### src/rtl/keypad_scan_entry_if.sv
// Committed-value stream between the keypad entry block and its consumer.
//   out_data  : committed value (VAL_W bits), valid while out_valid is high
//   out_valid : committed value available
//   out_ready : consumer accepts out_data (ignored while out_valid is low)
// master = producer (keypad_scan_entry), slave = consumer.
interface keypad_scan_entry_if #(
  parameter int unsigned VAL_W = 16
) ();
  logic [VAL_W-1:0] out_data;
  logic             out_valid;
  logic             out_ready;

  modport master (output out_data, output out_valid, input out_ready);
  modport slave  (input out_data, input out_valid, output out_ready);
endinterface

### src/rtl/keypad_scan_entry.sv
// Matrix keypad scanner with debounce and a decimal value-entry state machine.
//   clk, rst     : clock, asynchronous active-high reset
//   row          : keypad rows, active-low, asynchronous to clk
//   col          : one-hot active-high column drive
//   key_code     : code of the last accepted key (from KEYMAP)
//   key_valid    : one-cycle pulse per accepted press
//   key_held     : high while a debounced key is down
//   entry_active : high while the entry FSM is in ENTRY
//   cur_val, ovf : live accumulator and sticky overflow flag
//   out_if       : committed value stream (out_data/out_valid/out_ready)
module keypad_scan_entry #(
  parameter int unsigned            ROWS     = 4,
  parameter int unsigned            COLS     = 4,
  parameter int unsigned            SCAN_DIV = 524288,
  parameter int unsigned            DEBOUNCE = 3,
  parameter int unsigned            VAL_W    = 16,
  parameter logic [ROWS*COLS*4-1:0] KEYMAP   = 64'hDF0E_C987_B654_A321
) (
  input  logic                clk,
  input  logic                rst,
  input  logic [ROWS-1:0]     row,
  output logic [COLS-1:0]     col,
  output logic [3:0]          key_code,
  output logic                key_valid,
  output logic                key_held,
  output logic                entry_active,
  output logic [VAL_W-1:0]    cur_val,
  output logic                ovf,
  keypad_scan_entry_if.master out_if
);

  localparam int unsigned SCAN_W = $clog2(SCAN_DIV);
  localparam int unsigned NKEY   = ROWS * COLS;
  localparam int unsigned IDX_W  = $clog2(NKEY);
  localparam int unsigned ROW_W  = $clog2(ROWS);
  localparam int unsigned COL_W  = $clog2(COLS);
  localparam int unsigned DB_W   = $clog2(DEBOUNCE + 1);
  localparam int unsigned PROD_W = VAL_W + 4;

  localparam logic [1:0] S_IDLE  = 2'd0;
  localparam logic [1:0] S_ENTRY = 2'd1;
  localparam logic [1:0] S_HOLD  = 2'd2;

  logic [ROWS-1:0]   row_meta, row_sync;
  logic [SCAN_W-1:0] scan_cnt;
  logic              dwell_end, col_onehot, frame_close;
  logic [COL_W-1:0]  col_idx;
  logic [ROW_W-1:0]  lo_row;
  logic [1:0]        lo_cnt, frm_hits, base_hits, hits_nx;
  logic [2:0]        hits_sum;
  logic [IDX_W-1:0]  frm_idx, base_idx, idx_nx, samp_idx;
  logic              fr_single;
  logic              cand_single;
  logic [IDX_W-1:0]  cand_idx, stb_idx;
  logic [DB_W-1:0]   db_cnt, cnt_nx;
  logic              same_cls, diff_stb, accept;

  logic [1:0]        state, state_nx;
  logic [VAL_W-1:0]  cur_nx, out_data_q, odata_nx;
  logic              ovf_nx, out_valid_q, ovalid_nx;
  logic [PROD_W-1:0] prod;

  // Two-flop synchronizer for the asynchronous row inputs (idle high)
  always_ff @(posedge clk or posedge rst) begin
    if (rst) begin
      row_meta <= '1;
      row_sync <= '1;
    end else begin
      row_meta <= row;
      row_sync <= row_meta;
    end
  end

  assign dwell_end  = (scan_cnt == SCAN_W'(SCAN_DIV - 1));
  assign col_onehot = $onehot(col);

  // Column dwell counter and rotating one-hot drive; stray patterns recover to bit 0
  always_ff @(posedge clk or posedge rst) begin
    if (rst) begin
      scan_cnt <= '0;
      col      <= COLS'(1);
    end else if (dwell_end) begin
      scan_cnt <= '0;
      col      <= col_onehot ? {col[COLS-2:0], col[COLS-1]} : COLS'(1);
    end else begin
      scan_cnt <= scan_cnt + SCAN_W'(1);
    end
  end

  // Classify the current sample and merge it into the running frame (hits saturate at 2)
  always_comb begin
    col_idx = '0;
    for (int c = 0; c < COLS; c++) begin
      if (col[c]) col_idx = COL_W'(c);
    end
    lo_cnt = '0;
    lo_row = '0;
    for (int r = 0; r < ROWS; r++) begin
      if (!row_sync[r]) begin
        if (lo_cnt != 2'd2) lo_cnt = lo_cnt + 2'd1;
        lo_row = ROW_W'(r);
      end
    end
    samp_idx  = IDX_W'(32'(lo_row) * COLS + 32'(col_idx));
    base_hits = col[0] ? 2'd0 : frm_hits;
    base_idx  = col[0] ? '0 : frm_idx;
    hits_sum  = 3'(base_hits) + 3'(lo_cnt);
    hits_nx   = (hits_sum >= 3'd2) ? 2'd2 : 2'(hits_sum);
    idx_nx    = (base_hits == 2'd0 && lo_cnt == 2'd1) ? samp_idx : base_idx;
  end

  // Frame result; MULTI collapses to NONE, NONE carries index 0
  assign frame_close = dwell_end && col_onehot && col[COLS-1];
  assign fr_single   = (hits_nx == 2'd1);

  always_comb begin
    same_cls = (fr_single == cand_single) && (!fr_single || idx_nx == cand_idx);
    if (!same_cls)                         cnt_nx = DB_W'(1);
    else if (db_cnt == DB_W'(DEBOUNCE))    cnt_nx = db_cnt;
    else                                   cnt_nx = db_cnt + DB_W'(1);
    accept   = (cnt_nx == DB_W'(DEBOUNCE));
    diff_stb = (fr_single != key_held) || (fr_single && idx_nx != stb_idx);
  end

  // Frame accumulator, debounce candidate and accepted key state
  always_ff @(posedge clk or posedge rst) begin
    if (rst) begin
      frm_hits    <= '0;
      frm_idx     <= '0;
      cand_single <= 1'b0;
      cand_idx    <= '0;
      db_cnt      <= '0;
      key_held    <= 1'b0;
      stb_idx     <= '0;
      key_code    <= '0;
      key_valid   <= 1'b0;
    end else begin
      key_valid <= 1'b0;
      if (dwell_end) begin
        frm_hits <= hits_nx;
        frm_idx  <= idx_nx;
      end
      if (frame_close) begin
        cand_single <= fr_single;
        cand_idx    <= fr_single ? idx_nx : '0;
        db_cnt      <= cnt_nx;
        if (accept && diff_stb) begin
          key_held <= fr_single;
          stb_idx  <= fr_single ? idx_nx : '0;
          if (fr_single) begin
            key_valid <= 1'b1;
            key_code  <= KEYMAP[{idx_nx, 2'b00} +: 4];
          end
        end
      end
    end
  end

  // Entry FSM next state and register inputs
  always_comb begin
    state_nx  = state;
    cur_nx    = cur_val;
    ovf_nx    = ovf;
    odata_nx  = out_data_q;
    ovalid_nx = out_valid_q;
    prod      = PROD_W'(cur_val) * PROD_W'(10) + PROD_W'(key_code);
    case (state)
      S_IDLE: begin
        if (key_valid && key_code == 4'hE) begin
          cur_nx   = '0;
          ovf_nx   = 1'b0;
          state_nx = S_ENTRY;
        end
      end
      S_ENTRY: begin
        if (key_valid) begin
          if (key_code <= 4'd9) begin
            if (prod[PROD_W-1:VAL_W] != '0) ovf_nx = 1'b1;
            else                            cur_nx = prod[VAL_W-1:0];
          end else begin
            case (key_code)
              4'hA: cur_nx = cur_val / VAL_W'(10);
              4'hD, 4'hE: begin
                cur_nx = '0;
                ovf_nx = 1'b0;
              end
              4'hF: begin
                odata_nx  = cur_val;
                ovalid_nx = 1'b1;
                state_nx  = S_HOLD;
              end
              default: ;
            endcase
          end
        end
      end
      S_HOLD: begin
        // Keys are dropped here, including one coinciding with out_ready
        if (out_if.out_ready) begin
          ovalid_nx = 1'b0;
          state_nx  = S_IDLE;
        end
      end
      default: state_nx = S_IDLE;
    endcase
  end

  // Entry FSM state and output registers
  always_ff @(posedge clk or posedge rst) begin
    if (rst) begin
      state        <= S_IDLE;
      cur_val      <= '0;
      ovf          <= 1'b0;
      out_data_q   <= '0;
      out_valid_q  <= 1'b0;
      entry_active <= 1'b0;
    end else begin
      state        <= state_nx;
      cur_val      <= cur_nx;
      ovf          <= ovf_nx;
      out_data_q   <= odata_nx;
      out_valid_q  <= ovalid_nx;
      entry_active <= (state_nx == S_ENTRY);
    end
  end

  assign out_if.out_data  = out_data_q;
  assign out_if.out_valid = out_valid_q;

endmodule

### src/flat_wrapper.sv
// flat-port wrapper written by rule: the top's interface ports become plain ports
module keypad_scan_entry_flat 
#(
  parameter int unsigned            ROWS     = 4,
  parameter int unsigned            COLS     = 4,
  parameter int unsigned            SCAN_DIV = 524288,
  parameter int unsigned            DEBOUNCE = 3,
  parameter int unsigned            VAL_W    = 16,
  parameter logic [ROWS*COLS*4-1:0] KEYMAP   = 64'hDF0E_C987_B654_A321
)
  (clk, rst, row, col, key_code, key_valid, key_held, entry_active, cur_val, ovf, out_if_out_data, out_if_out_valid, out_if_out_ready);
  keypad_scan_entry_if #(.VAL_W(VAL_W)) out_if_i ();
  input  logic clk;
  input  logic rst;
  input  logic [ROWS-1:0] row;
  output logic [COLS-1:0] col;
  output logic [3:0] key_code;
  output logic key_valid;
  output logic key_held;
  output logic entry_active;
  output logic [VAL_W-1:0] cur_val;
  output logic ovf;
  output wire logic [$bits(out_if_i.out_data)-1:0] out_if_out_data;
  output wire logic [$bits(out_if_i.out_valid)-1:0] out_if_out_valid;
  input wire logic [$bits(out_if_i.out_ready)-1:0] out_if_out_ready;
  assign out_if_out_data = out_if_i.out_data;
  assign out_if_out_valid = out_if_i.out_valid;
  assign out_if_i.out_ready = out_if_out_ready;
  keypad_scan_entry #(.ROWS(ROWS), .COLS(COLS), .SCAN_DIV(SCAN_DIV), .DEBOUNCE(DEBOUNCE), .VAL_W(VAL_W), .KEYMAP(KEYMAP)) u_core (.clk(clk), .rst(rst), .row(row), .col(col), .key_code(key_code), .key_valid(key_valid), .key_held(key_held), .entry_active(entry_active), .cur_val(cur_val), .ovf(ovf), .out_if(out_if_i));
endmodule
### config.mk
export PLATFORM = sky130hd
export DESIGN_NAME = keypad_scan_entry_flat
export DESIGN_NICKNAME = d
export VERILOG_FILES = /design/src/rtl/keypad_scan_entry_if.sv /design/src/rtl/keypad_scan_entry.sv /design/src/flat_wrapper.sv
export SDC_FILE = /design/constraint.sdc
export NUM_CORES = 1
export LEC_CHECK = 0
export CORE_MARGIN = 3
export CORE_UTILIZATION = 59
export DETAILED_ROUTE_END_ITERATION = 10
export GPL_ROUTABILITY_DRIVEN = 0
export PLACE_DENSITY = 0.8
export SETUP_SLACK_MARGIN = 0.02
export SYNTH_ARGS = -nofsm -noshare
export SYNTH_HDL_FRONTEND = slang
export SYNTH_SLANG_ARGS = --single-unit
export TNS_END_PERCENT = 10
### constraint.sdc
create_clock -name clk -period 5.8 [get_ports clk]
set_clock_uncertainty 0.15 [all_clocks]
set_input_delay 0.87 -clock clk [delete_from_list [all_inputs] [get_ports clk]]
set_output_delay 0.87 -clock clk [all_outputs]
set_load 0.01 [all_outputs]
* After elaboration in Yosys (flattened, before gate mapping)
Index checks and enable logic that the tools add are counted.
** Cells by class
- $lt $le $gt $ge :: 2
- Eq/ne operators :: 29
- Reduce and logical (&&, ||, !) cells :: 22
- Divide/modulo/power cells :: 1
- Bitwise logic cells :: 1
- Multipliers :: 1
- $add $sub $neg :: 11
- Shifts and indexed selects :: 1
- Mux-type cells :: 48
** Operator list (number)
- $mux W16 :: 4
- $pmux W16 S2 :: 2
- $shiftx A64 B7 Y4 const A :: 1
- $mux W2 :: 19
- $add A20 B4 Y20 :: 1
- $add A19 B1 Y19 const B :: 1
- $eq A19 B19 Y1 const B :: 1
- $mul A16 B3 Y19 const B :: 1
- $mux W19 :: 1
- $div A16 B4 Y16 const B :: 1
- $eq A4 B4 Y1 const B :: 4
- $mux W4 :: 4
- $mux W1 :: 15
- $reduce_and A5 Y1 :: 3
- $eq A2 B1 Y1 const B :: 4
- $ne A2 B2 Y1 const B :: 4
- $logic_and A1 B1 Y1 :: 7
- $add A2 B1 Y2 const B :: 3
- $eq A2 B2 Y1 const B :: 3
- $ne A2 B1 Y1 const B :: 3
- $ne A3 B3 Y1 const B :: 2
- $pmux W2 S3 :: 1
- $add A1 B1 Y2 :: 2
- $add A4 B2 Y4 :: 1
- other kinds (24) :: 28
** Word-level totals
- Memory bits (read-only) :: 0
- Register bits :: 91
- Word-level logic and storage cells :: 135
- Bits in writable memories :: 0
- Bits of input ports :: 7
- Memories kept :: 0
- Output and inout port bits :: 45
- Latch bits :: 0

* Depth between registers and ports, before layout
- Depth in word-level cells :: 22
- Gate-level depth with buffers :: 20
- Depth with buffers taken out :: 19

* Least setup slack after synthesis
No wires, ideal clock.
- Kind :: register to register
- Start :: reg u_core.cur_val[2]
- End :: reg u_core.cur_val[13]
- Clock period less this slack :: 4.844 ns
- Buffers on the path :: 1
- Slack :: 0.956 ns
- Arrival :: 4.570 ns
- Stages on the path, launching flop included :: 18
- Required time :: 5.525 ns
- Library setup time :: 0.125 ns
- Cell sequence :: dfrtp_1 ha_1 ha_1 a21o_1 a21oi_1 o21ai_0 a21oi_1 o21ai_0 a21o_1 a21o_1 a2111oi_0 o31ai_1 or2_2 a2111oi_0 o21ai_0 a21oi_1 clkbuf_1 mux2_2
** On the way
- Cells in the longest elaborated chain, start to end :: 6
- Elaborated cells on any way between the ends :: 11
- Classes of those cells :: add/sub: 1; mul: 1; div: 1; eq/ne: 1; mux: 5; reduce/logical: 2
** Ends and longest elaborated chain
- start: declaration :: line keypad_scan_entry.sv:27 : output logic [VAL_W-1:0] cur_val,
- start signal: assignment :: line keypad_scan_entry.sv:219 : cur_val <= cur_nx;
- parallel branches: the longest is 6 deep, another holds $div A16 B4 Y16
Parallel ways; which one is timed is not known. The select of a mux whose other input is x is not followed.
A chain may end at the register's enable or synchronous reset.

* Worst setup path after layout
Ends and elaborated chain as after synthesis.

==> flow_summary_export.csv <==
group,metric,value,unit
worst_setup_path,cpLargestDelayFamily,"compound AO/OA/AOI/OAI gates",
placed_design,place_area,7490,µm²
cells_and_area,stdcell_area,7820,µm²
min_path,holdCritStartpoint,"u_core.row_meta[3]",
placed_design,io_buffer_count,51,
synth,yosys-top-cells-count,"82 x dfrtp_1, 76 x nor2_1, 61 x nand2_1",
global_routing,grt_pass1_wl,28600,µm
global_routing,overflow,0,
worst_setup_path,critPathMaxFanout,30,
run,drv_cap,0,
worst_setup_path,worst-endpoint-required,5.89,ns
run_status,outcome,"finished clean",
synth,ys.flop_type,"dfrtp_1",
cells_and_area,diodes,0,
clock_tree,tritoncts,"done",
power,design_power_total,1.32,mW
clock_tree,cts_sinks,91,
route,vias,6153,
die,core_area,11100,µm²
synth,synth_cells,780,
route,drt_iter0_drc,486,
sta,hold_ws,0.208,ns
worst_setup_path,reg2reg_from,"u_core.cur_val[2]",
route,wl_per_cell,17.7,µm
synth,synthesis.area,6900,µm²
global_routing,grt_antenna_before_repair,0,
synth,yosysMostFrequentCell,"dfrtp_1",
die,dieArea,13000,µm²
cells_and_area,fillers,836,
worst_setup_path,critPathArrivalTime,5.45,ns
clock_tree,clockBufferDepth,2,
synth,yosysWarnings,0,
cells_and_area,final_util,0.703,
route,post-route-drc-count,0,
sta,finalWorstSetupSlack,0.441,ns
route,avgViaCountPerCell,6.40,
sta,setup_viol,0,
sta,drv_slew,0,
clock_tree,clk-insertion-delay-late,0.35,ns
cells_and_area,drive_gt1_frac,0.108,
synth,synth_area_leaders,"dfrtp_1 30%, ha_1 8.2%, nor2_1 4.1%",
synth,async_reset_ff_frac,1.00,
route,drtAntennaViolNets,0,
cells_and_area,multi_input_area,4320,µm²
placed_design,hpwlAfterDp,12200,µm
synth,syn-num-nets,836,
clock_tree,cts_hold_buffers,0,
route,drtPass1Iterations,6,
placed_design,dp_slack,0.488,ns
clock_tree,h-tree-depth,3,
sta,tightest_slew,1.02,ns
synth,postSynthAreaPerCell,8.84,µm²
sta,fmax,187,MHz
die,fp-row-count,38,
cells_and_area,final_cell_count_no_fill,962,
cells_and_area,seq_area,2290,µm²
min_path,hp-class,"reg2reg",
worst_setup_path,critPathSlowestCell,"a2111oi_0",
synth,ys_ff_latch,91,
cells_and_area,nets,873,
worst_setup_path,max_stage_delay,0.55,ns
sta,period_share,0.924,
placed_design,place_inst,946,
global_routing,first_global_vias,6064,
global_routing,grt_start_max_net_pins,60,
clock_tree,cts_setup_buffers,0,
power,p_leak,3.55,nW
die,chipWidth,114,µm
power,powerDensity,169,nW/µm²
die,start_util,0.620,
sta,fin_crit,5.36,ns
global_routing,grt_use_total,0.267,
synth,synth_seq_area_share,0.332,
sta,hold_viol,0,
die,num_io_pins,52,
route,routed_wl,17000,µm
cells_and_area,area_growth,13.4,%
synth,synth_edf_count,0,
clock_tree,cts-root-buf,"clkbuf_16",
die,die_y,114,µm
worst_setup_path,crit_buf_inv,1,
synth,synth.largest_area_cell,"dfrtp_1",
worst_setup_path,cp-end-kind,"flip-flop",
power,ir_drop,0.188,mV
sta,slew_headroom,0.317,
clock_tree,numCtsBuffers,9,
worst_setup_path,crit_chain,"ha_1, ha_1, a21o_1, a21oi_1, o21ai_0, a21oi_1, o21ai_0, a21o_1, a21o_1, a2111oi_0, o31ai_1, or2_2, a2111oi_1, o21ai_0, a21oi_2, buf_4, mux2_2",
worst_setup_path,cp-startpoint,"u_core.cur_val[2]",
synth,yosysUniqueCellTypes,84,
synth,yosysTopAreaCellShare,0.298,
worst_setup_path,critPathKind,"reg2reg",
sta,rsz0062_at_grt,"false",
clock_tree,clkTransAtPathRegs,0.07,ns
sta,fin_setup_tns,0,ns
worst_setup_path,critPathLaunchType,"flip-flop",
==> report_power, final <==
group | internal [mW] | switching (mW)
combinational | 0.0184 | 0.0356
clock | 0.362 | 0.264
sequential | 0.640 | 0.00241
==> state kept, by name (all words and copies together) (netlist names), 2 cells and up <==
signal / cells
u_core.scan_cnt: 19
u_core.cur_val: 16
u_core.out_if.out_data: 16
u_core.cand_idx: 4
u_core.col: 4
u_core.frm_idx: 4
u_core.key_code: 4
u_core.row_meta: 4
u_core.row_sync: 4
u_core.stb_idx: 4
u_core.db_cnt: 2
u_core.frm_hits: 2
u_core.state: 2
==> worst paths after layout <==
kind / depth (start not counted) / slack [ns] / to
max: 17 / 0.44 / u_core.cur_val[13]
min in group asynchronous: 2 / 0.74 / u_core.out_if.out_data[12]
max in group asynchronous: 3 / 3.64 / u_core.stb_idx[2]
min reg2reg: 0 / 0.21 / u_core.row_sync[3]
max reg2reg: 17 / 0.44 / u_core.cur_val[13]
min: 0 / 0.21 / u_core.row_sync[3]
==> repair_timing <==
item / in CTS / in global routing
resized for setup: 0 / 4
setup endpoints to repair: 0 / 3
hold endpoints to repair: 0 / 0
==> layout make-up <==
cell class,instances,share of cell area
clock inverter,5,0.00816
multi-input combinational,618,0.553
timing repair buffer,59,0.0730
tap,140,0.0224
clock buffer,11,0.0323
sequential,91,0.293
inverter,38,0.0184
==> layout by cell type (no fill, tap or decap), types with 10 or more instances in the layout <==
cell type	synthesis	layout
a211oi_1	10	10
a21o_1	11	11
a21oi_1	47	46
and3_1	18	18
clkdlybuf4s50_1	0	51
dfrtp_1	82	80
ha_1	45	45
inv_1	38	37
mux2_2	25	25
nand2_1	61	61
nand3_1	34	34
nand4_1	10	10
nor2_1	76	75
nor3_1	17	17
o21ai_0	51	51
xnor2_1	29	29
xor2_1	23	23
==> cells by family (layout without fill, tap and decap cells) <==
group,Yosys count,after routing,share of synthesized area
AND/OR/NAND/NOR,266,266,0.188
multiplexers,34,34,0.0539
XOR/XNOR,53,53,0.0684
adder cells (fa/ha/maj),50,50,0.0947
flip-flops,91,91,0.332
AO/OA/AOI/OAI,215,215,0.219
buffers and inverters,71,113,0.0435
==> worst reg2reg max path, cell delays in order, from the launching register on <==
cell and delay, ns:
dfrtp_1 0.49, ha_1 0.36, ha_1 0.30, a21o_1 0.16
a21oi_1 0.21, o21ai_0 0.12, a21oi_1 0.27, o21ai_0 0.21
a21o_1 0.25, a21o_1 0.21, a2111oi_0 0.55, o31ai_1 0.20
or2_2 0.31, a2111oi_1 0.50, o21ai_0 0.17, a21oi_2 0.14
buf_4 0.29, mux2_2 0.37
==> routing by layer <==
metal  track usage  vias up  share of wire
li1              -     2943              -
met1         0.343     2954           0.43
met2         0.459      214           0.50
met3        0.0407       42          0.048
met4        0.0958        0          0.023
met5             0        -              0
No activity file was read; power rests on OpenSTA's default activity.
